**src/rtl/risky_pkg.sv**
```systemverilog
// Shared fetch-side definitions: datapath width, instruction stride,
// default vectors and the pc generator state encoding.
package risky_pkg;

   localparam int XLEN = 32;
   localparam logic [XLEN-1:0] INSTR_STRIDE = 32'd4;
   localparam logic [XLEN-1:0] RESET_VECTOR_DEF = 32'h0000_0000;
   localparam logic [XLEN-1:0] TRAP_VECTOR_DEF = 32'h0000_0100;

   typedef enum logic [1:0] {
      BOOT = 2'd0,
      RUN  = 2'd1,
      HOLD = 2'd2
   } pcgen_state_t;

   // Instructions are word aligned; any low-bit set is an illegal target.
   function automatic logic is_misaligned(input logic [XLEN-1:0] addr);
      return addr[1:0] != 2'b00;
   endfunction

endpackage

```
**src/rtl/pc_gen_redirect_buf.sv**
```systemverilog
// One-entry pending redirect buffer. The output mux forwards a same-cycle
// load so the youngest redirect always wins.
module redirect_buf
   import risky_pkg::*;
(
   input  logic            clk,
   input  logic            rst,
   input  logic            load_i,
   input  logic            clear_i,
   input  logic [XLEN-1:0] target_i,
   output logic            valid_o,
   output logic [XLEN-1:0] target_o
);

   logic            valid_q, valid_d;
   logic [XLEN-1:0] target_q, target_d;

   always_comb begin
      valid_d  = valid_q;
      target_d = target_q;
      if (clear_i) begin
         valid_d = 1'b0;
      end else if (load_i) begin
         valid_d  = 1'b1;
         target_d = target_i;
      end
   end

   always_ff @(posedge clk) begin
      if (rst) begin
         valid_q <= 1'b0;
      end else begin
         valid_q <= valid_d;
      end
   end

   // Target storage is meaningless while valid_q is low, so it is not reset.
   always_ff @(posedge clk) begin
      target_q <= target_d;
   end

   assign valid_o  = valid_q | load_i;
   assign target_o = load_i ? target_i : target_q;

endmodule

```
**src/rtl/pc_gen.sv**
```systemverilog
// Fetch pc producer: boot hold-off, sequential stepping, stall hold,
// buffered/immediate redirects, trap and misaligned-target diversion.
module pc_gen
   import risky_pkg::*;
#(
   parameter logic [31:0] RESET_VECTOR = RESET_VECTOR_DEF,
   parameter logic [31:0] TRAP_VECTOR  = TRAP_VECTOR_DEF,
   parameter int          BOOT_CYCLES  = 4
) (
   input  logic        clk,
   input  logic        rst,
   input  logic        stall,
   input  logic        redirect_valid,
   input  logic [31:0] redirect_target,
   input  logic        trap_valid,
   output logic [31:0] pc,
   output logic        pc_valid,
   output logic        flush_IF,
   output logic        misalign_err
);

   pcgen_state_t    state_q, state_d;
   logic [3:0]      cnt_q, cnt_d;
   logic [XLEN-1:0] pc_q, pc_d;
   logic            pc_valid_q, pc_valid_d;
   logic            flush_q, flush_d;
   logic            misalign_q, misalign_d;

   logic            buf_load, buf_clear, buf_valid;
   logic [XLEN-1:0] buf_target;
   logic            apply_en;
   logic [XLEN-1:0] apply_tgt;

   redirect_buf u_redirect_buf (
      .clk      (clk),
      .rst      (rst),
      .load_i   (buf_load),
      .clear_i  (buf_clear),
      .target_i (redirect_target),
      .valid_o  (buf_valid),
      .target_o (buf_target)
   );

   always_comb begin
      state_d    = state_q;
      cnt_d      = cnt_q;
      pc_d       = pc_q;
      pc_valid_d = pc_valid_q;
      flush_d    = 1'b0;
      misalign_d = 1'b0;
      buf_load   = 1'b0;
      buf_clear  = 1'b0;
      apply_en   = 1'b0;
      apply_tgt  = redirect_target;

      unique case (state_q)
         BOOT: begin
            pc_d = RESET_VECTOR;
            if (cnt_q <= 4'd1) begin
               cnt_d      = 4'd0;
               state_d    = RUN;
               pc_valid_d = 1'b1;
            end else begin
               cnt_d = cnt_q - 4'd1;
            end
         end

         RUN: begin
            if (trap_valid) begin
               pc_d      = TRAP_VECTOR;
               flush_d   = 1'b1;
               buf_clear = 1'b1;
            end else if (redirect_valid && !stall) begin
               apply_en  = 1'b1;
               apply_tgt = redirect_target;
            end else if (stall) begin
               buf_load = redirect_valid;
               state_d  = HOLD;
            end else begin
               pc_d = pc_q + INSTR_STRIDE;
            end
         end

         HOLD: begin
            buf_load = redirect_valid;
            if (trap_valid) begin
               pc_d      = TRAP_VECTOR;
               flush_d   = 1'b1;
               buf_clear = 1'b1;
               state_d   = RUN;
            end else if (!stall) begin
               buf_clear = 1'b1;
               state_d   = RUN;
               if (buf_valid) begin
                  apply_en  = 1'b1;
                  apply_tgt = buf_target;
               end else begin
                  pc_d = pc_q + INSTR_STRIDE;
               end
            end
         end

         default: begin
            state_d = BOOT;
         end
      endcase

      // Alignment is judged at the moment a target becomes the pc.
      if (apply_en) begin
         flush_d = 1'b1;
         if (is_misaligned(apply_tgt)) begin
            pc_d       = TRAP_VECTOR;
            misalign_d = 1'b1;
         end else begin
            pc_d = apply_tgt;
         end
      end
   end

   always_ff @(posedge clk) begin
      if (rst) begin
         state_q    <= BOOT;
         cnt_q      <= 4'(BOOT_CYCLES);
         pc_q       <= RESET_VECTOR;
         pc_valid_q <= 1'b0;
         flush_q    <= 1'b0;
         misalign_q <= 1'b0;
      end else begin
         state_q    <= state_d;
         cnt_q      <= cnt_d;
         pc_q       <= pc_d;
         pc_valid_q <= pc_valid_d;
         flush_q    <= flush_d;
         misalign_q <= misalign_d;
      end
   end

   assign pc           = pc_q;
   assign pc_valid     = pc_valid_q;
   assign flush_IF     = flush_q;
   assign misalign_err = misalign_q;

endmodule
```
**config.mk**
```make
export PLATFORM = sky130hd
export DESIGN_NAME = pc_gen
export DESIGN_NICKNAME = d
export VERILOG_FILES = /design/src/rtl/risky_pkg.sv /design/src/rtl/pc_gen_redirect_buf.sv /design/src/rtl/pc_gen.sv
export SDC_FILE = /design/constraint.sdc
export NUM_CORES = 1
export LEC_CHECK = 0
export CAP_MARGIN = 25
export CELL_PAD_IN_SITES_DETAIL_PLACEMENT = 1
export CELL_PAD_IN_SITES_GLOBAL_PLACEMENT = 1
export CORE_MARGIN = 4
export CORE_UTILIZATION = 42
export DETAILED_ROUTE_END_ITERATION = 6
export GPL_ROUTABILITY_DRIVEN = 1
export MAX_ROUTING_LAYER = met4
export PLACE_DENSITY = 0.9
export SYNTH_ARGS = -nofsm -noshare
export SYNTH_HDL_FRONTEND = slang
export SYNTH_SLANG_ARGS = --single-unit
export TNS_END_PERCENT = 20
```
**constraint.sdc**
```tcl
create_clock -name clk -period 3.1 [get_ports clk]
set_input_delay 0.465 -clock clk [delete_from_list [all_inputs] [get_ports clk]]
set_output_delay 0.465 -clock clk [all_outputs]
set_load 0.01 [all_outputs]
```
==> results of run 1 <==
==> layout make-up <==
cell class	instances	area, um^2	area share, %
inverter	16	60.06	1.060
multi-input combinational	356	2552	45.03
timing repair buffer	93	888.4	15.67
tap	136	170.2	3.002
sequential	74	1802	31.79
clock buffer	11	141.4	2.494
clock inverter	5	53.80	0.9492
==> sequential cells by signal, summed over array words and instances (netlist names) <==
name and flops:
u_redirect_buf.valid_q 1, pc_valid 1, state_q 2, cnt_q 4
u_redirect_buf.target_q 32, pc 32, flush_IF 1, misalign_err 1
==> routing by layer <==
metal  track usage (%)  routed length (um)
met1             30.78                6582
met2             40.37                7499
met3             5.013                 757
met4             10.10                 526
met5                 -                   0
==> logic make-up (layout without fill, tap and decap cells) <==
family,Yosys count,after routing,synth area share [%]
flops,74,74,39.56
mux,44,44,10.69
simple gates,146,146,18.49
fa+ha+maj,8,8,2.198
buf+inv,48,125,4.808
compound gates,158,158,24.26
==> power breakdown <==
part	total (mW)	switching, mW	leakage (nW)	internal (mW)
clock network	0.782	0.390	0.0996	0.392
logic	1.23	0.699	1.26	0.534
registers	1.52	0.161	0.695	1.36
total	3.53	1.25	2.05	2.28
==> synthesized netlist by cell type, drive strengths merged (8+ instances only) <==
cell | n | area share (%)
nor3 | 10 | 1.1
dfxtp | 42 | 18
mux2 | 37 | 9.1
buf | 21 | 2.5
clkbuf | 11 | 0.99
o211ai | 15 | 2.5
o21ai | 31 | 3.4
ha | 8 | 2.2
inv | 15 | 1.2
nand3 | 19 | 2.2
nand2 | 28 | 2.3
nand4 | 13 | 1.8
a31oi | 13 | 1.8
a21oi | 31 | 3.4
a32o | 10 | 2.2
edfxtp | 32 | 21
nor2 | 28 | 2.3
nor4 | 8 | 2.2
==> critical path, stage by stage, from the launching register on <==
cell	delay, ps
dfxtp_1	420
inv_1	90
ha_1	530
buf_4	210
nand2_1	80
o21bai_4	210
buf_12	200
o2bb2ai_4	270
a211o_1	360
a32o_1	210
==> final timing paths <==
kind | startpoint | to | slack [ps] | cells after the start
setup / recovery | state_q[0]$_SDFFE_PP0P_ | pc[19]$_SDFFE_PP0P_ | 380 | 9
hold / removal | pc[1]$_SDFFE_PP0P_ | pc[1]$_SDFFE_PP0P_ | 470 | 1
setup reg to reg | state_q[0]$_SDFFE_PP0P_ | pc[19]$_SDFFE_PP0P_ | 380 | 9
hold reg to reg | pc[1]$_SDFFE_PP0P_ | pc[1]$_SDFFE_PP0P_ | 470 | 1
==> metrics by stage <==
step / hold slack, ps / power (mW) / area, um^2
floorplan: 465.9 / 2.324 / 4554
global placement: 446.7 / 2.638 / 5470
detailed placement: 458.4 / 2.758 / 5470
CTS: 478.4 / 3.541 / 5665
global route: 485.5 / 3.741 / 5668
finish: 473.6 / 3.532 / 5668
==> what timing repair did <==
| action | in CTS | in global routing |
|---|---|---|
| endpoints found under the setup margin | 0 | 16 |
| hold buffers | 0 | 0 |
| resized for setup | 0 | 2 |
==> impl_metrics.csv, run 1 <==
group,metric,value,unit
timing,rsz0062_at_grt,"false",
timing,maxSlewHeadroom,51.65,%
timing,worstMarginPinSlew,722.6,ps
grt,gr-total-overflow,0,
grt,grt_pass1_vias,4669,
cells_and_area,n_antenna_cell,0,
timing,setup_slack,381.8,ps
clock_network,clock_latency,360,ps
cells_and_area,nets,595,
run,max_cap_viol_count,0,
yosys,syn_area,4554,um^2
yosys,synth_cells,478,
setup_path,critPathMaxFanout,31,
grt,grt_max_degree,33,
routing,vias,4462,
clock_network,clock_sinks,74,
cells_and_area,n_fill_cell,1213,
timing,worst_clock_skew,11.36,ps
setup_path,start_kind,"flop",
clock_network,clk_pin_slew_worst_paths,80,ps
setup_path,worstPathArrival,2970,ps
setup_path,cp.required,3350,ps
cells_and_area,final_cells,691,
clock_network,cts_tree,"built",
placement,preCtsSetupSlack,222.5,ps
setup_path,criticalPathCategory,"reg2reg",
routing,post_drt_wl_per_cell,22.24,um
placement,gp_congestion,0.8712,
clock_network,cts_buffers,9,
yosys,ys_seq_elements,74,
yosys,async_reset_ff_share,0,%
cells_and_area,drive_above_1_share,15.86,%
timing,post-route-min-period,2718,ps
floorplan,dieArea,12570,um^2
min_path,min_path_type,"reg2reg",
yosys,ys_seq_area_share,39.56,%
routing,ant_nets,0,
floorplan,die_w,112.1,um
cells_and_area,areaGrowthSynthToFinish,24.45,%
clock_network,cts_max_level,3,
floorplan,coreArea,10460,um^2
yosys,synth_top_flop_cell,"dfxtp_1",
cells_and_area,final_common_cell,"clkdlybuf4s50_1",
routing,first_iter_violations,327,
routing,wl,15370,um
clock_network,cts.path.max_buffers,2,
routing,viasPerCell,6.457,
cells_and_area,utilization,54.17,%
floorplan,die-height,112.1,um
yosys,avgSynthCellArea,9.528,um^2
yosys,synthDistinctLibCells,65,
floorplan,io_pins,72,
timing,max_clock_freq,0.3679,GHz
routing,drt_pre_antenna_iters,5,
yosys,yosysWarnings,0,
clock_network,root_buffer,"clkbuf_8",
grt,gr-usage-all-layers,25.02,%
placement,post-dp-hpwl,10770,um
routing,post-route-drc-count,0,
yosys,syn_nets,523,
timing,setup_viol,0,
timing,slew_violations,0,
grt,grt_pass1_wl,24720,um
timing,finalHoldViolCount,0,
power_and_ir_drop,powerDensity,623.2,nW/um^2
power_and_ir_drop,p_leak,2.051,nW
timing,setup-tns-final,0,ps
cells_and_area,final_cell_mix,"clkdlybuf4s50_1 (71), dfxtp_1 (42), mux2_2 (37)",
clock_network,cts_setup_buffers,0,
outcome,status,"completed",
yosys,synth-edff-count,32,
setup_path,cp-end-kind,"flop",
floorplan,rows,37,
placement,post-place-cells,675,
timing,post-route-period-util,87.68,%
placement,portBuffers,71,
grt,antenna_found_initial,0,
power_and_ir_drop,irDropWorstVdd,0.3778,mV
floorplan,initial_core_util,43.53,%
No activity file was read; power rests on OpenSTA's default activity.
==> inputs of run 2 (changes only) <==
Settings changed: CELL_PAD_IN_SITES_DETAIL_PLACEMENT 1 to unset, CELL_PAD_IN_SITES_GLOBAL_PLACEMENT 1 to unset, CORE_UTILIZATION 42 to 49, PLACE_DENSITY 0.9 to 0.86.
Clock period 3.1 ns to 2.5 ns, I/O delays scaled along.
==> impl_metrics.csv, run 2 (synthesis gave the netlist of run 1 again) <==
group,metric,value,unit
setup_path,crit_chain,"inv_1 > ha_2 > buf_4 > a21o_1 > a211o_1 > buf_12 > or4_1 > a31oi_1",
timing,post-route-min-period,2379,ps
setup_path,worstPathArrival,2650,ps
timing,rsz0062_at_grt,"false",
floorplan,die-height,104.4,um
routing,viasPerCell,6.497,
floorplan,dieArea,10900,um^2
floorplan,initial_core_util,51.22,%
power_and_ir_drop,switching_share,34.64,%
setup_path,critPathSlowestCell,"or4_1",
setup_path,r2r_slack,120,ps
outcome,status,"completed",
clock_network,clock_sinks,74,
routing,post_drt_wl_per_cell,20.38,um
floorplan,coreArea,8891,um^2
power_and_ir_drop,p_sw,1.534,mW
grt,grt_pass1_vias,4332,
cells_and_area,areaGrowthSynthToFinish,28.21,%
clock_network,cts_setup_buffers,0,
timing,maxSlewHeadroom,59.58,%
setup_path,setup.worst_path.end,"pc[20]$_SDFFE_PP0P_",
grt,gr-total-overflow,0,
power_and_ir_drop,totalPowerFinal,4.428,mW
setup_path,critPathMaxFanout,33,
timing,post-route-period-util,95.14,%
power_and_ir_drop,pwr-share-seq,42.4,%
power_and_ir_drop,p_leak,2.170,nW
setup_path,cp.required,2770,ps
setup_path,critPathMaxStageDelay,480,ps
cells_and_area,nets,614,
cells_and_area,multi_input_area,2569,um^2
grt,antenna_found_initial,0,
timing,slew_violations,0,
routing,first_iter_violations,408,
routing,vias,4431,
placement,post-dp-hpwl,9973,um
timing,finalHoldViolCount,0,
min_path,whs_path_depth,1,
grt,gr-usage-all-layers,25.48,%
floorplan,io_pins,72,
power_and_ir_drop,clock_power_share,21.0,%
setup_path,crit_start,"state_q[1]$_SDFFE_PP0P_",
grt,grt_max_degree,34,
power_and_ir_drop,irDropWorstVdd,0.4416,mV
routing,ant_nets,0,
clock_network,clk_pin_slew_worst_paths,80,ps
setup_path,reg2reg_from,"state_q[1]$_SDFFE_PP0P_",
floorplan,die_w,104.4,um
routing,wl,13900,um
placement,gp_congestion,0.9420,
setup_path,criticalPathCategory,"reg2reg",
placement,portBuffers,71,
cells_and_area,final_common_cell,"clkdlybuf4s50_1",
cells_and_area,final_cell_mix,"clkdlybuf4s50_1 (71), dfxtp_1 (40), mux2_2 (37)",
timing,max_clock_freq,0.4204,GHz
clock_network,cts_max_level,3,
routing,post-route-drc-count,0,
floorplan,rows,34,
cells_and_area,n_antenna_cell,0,
power_and_ir_drop,p_int,2.894,mW
cells_and_area,drive_above_1_share,18.99,%
clock_network,cts.path.max_buffers,2,
timing,hold_slack,459.6,ps
setup_path,cp-end-kind,"flop",
power_and_ir_drop,powerDensity,758.4,nW/um^2
setup_path,start_kind,"flop",
clock_network,cts_buffers,9,
timing,setup_viol,0,
setup_path,timing.rr.end,"pc[20]$_SDFFE_PP0P_",
cells_and_area,n_fill_cell,716,
placement,preCtsSetupSlack,-106.5,ps
timing,worstMarginPinSlew,601.8,ps
cells_and_area,regArea,1804,um^2
power_and_ir_drop,p_comb_share,36.5,%
grt,grt_pass1_wl,21920,um
clock_network,cts_tree,"built",
clock_network,root_buffer,"clkbuf_8",
routing,drt_pre_antenna_iters,5,
run,max_cap_viol_count,0,
clock_network,clock_latency,350,ps
timing,setup-tns-final,0,ps
setup_path,ff2ff_path_depth,8,
min_path,min_path_type,"reg2reg",
timing,worst_clock_skew,6.893,ps
clock_network,cts_hold_buf,0,
timing,setup_slack,121.5,ps
cells_and_area,utilization,65.68,%
-- run 2: cell types whose count changed in the layout (fill, tap and decap cells not counted), moves of 2 or more --
cell      previous run  this run
dfxtp_1             42        40
buf_4               21        34
dfxtp_2              0         2
buf_12               1         6
clkinv_2             2         4
-- run 2: how the worst min path moves through the flow --
| stage | startpoint | endpoint | slack, ps |
|---|---|---|---|
| after detailed placement | pc[1]$_SDFFE_PP0P_ | pc[1]$_SDFFE_PP0P_ | 450 |
| after global routing | pc[0]$_SDFFE_PP0P_ | pc[0]$_SDFFE_PP0P_ | 490 |
| after global placement | pc[1]$_SDFFE_PP0P_ | pc[1]$_SDFFE_PP0P_ | 440 |
| final | pc[1]$_SDFFE_PP0P_ | pc[1]$_SDFFE_PP0P_ | 460 |
| after floorplan | cnt_q[2]$_SDFFE_PP1P_ | cnt_q[2]$_SDFFE_PP1P_ | 470 |
| after CTS | pc[1]$_SDFFE_PP0P_ | pc[1]$_SDFFE_PP0P_ | 470 |
-- run 2: cell type report --
class,count,share of cell area (%)
Tap cell,108,2.314
Sequential cell,74,30.90
Clock buffer,10,2.186
Multi-Input combinational cell,357,43.99
Clock inverter,6,0.9856
Timing Repair Buffer,111,18.60
Inverter,16,1.028
-- run 2: power groups by stage --
stage               Combinational (mW)  Clock [mW]  Sequential [mW]
finish                            1.62       0.931             1.88
global route                      1.75       0.998             1.92
CTS                               1.58       0.937             1.87
detailed placement                1.57           0             1.90
global placement                  1.49           0             1.87
floorplan                         1.03           0             1.85
-- run 2: critical path, delay by kind of cell, from the launching register on --
family	cells	cell delay (ps)
AOI/OAI and AO/OA	3	690
and+or+nand+nor	1	480
buffers and inverters	3	460
DFF	1	340
adders and majority gates	1	320
-- run 2: metal layers --
| metal | global-route usage (%) | vias to the layer above | routed length, um |
|---|---|---|---|
| li1 | - | 2056 | - |
| met4 | 8.357 | 0 | 308 |
| met1 | 32.59 | 2119 | 5840 |
| met3 | 4.097 | 37 | 981 |
| met5 | - | - | 0 |
| met2 | 41.28 | 219 | 6769 |
-- run 2: what timing repair did --
item | 4_1_cts | 5_1_grt
pin swaps | 0 | 2
endpoints found under the hold margin | 0 | 0
setup endpoints to repair | 4 | 21
gates resized for setup | 1 | 5
gates cloned | 0 | 1
-- run 2: stage by stage --
stage | instance area, um^2 | std cells
3_3_place_gp | 5633 | 665
2_1_floorplan | 4554 | 478
4_1_cts | 5819 | 681
5_1_grt | 5839 | 682
6_report | 5839 | 682
3_5_place_dp | 5633 | 665
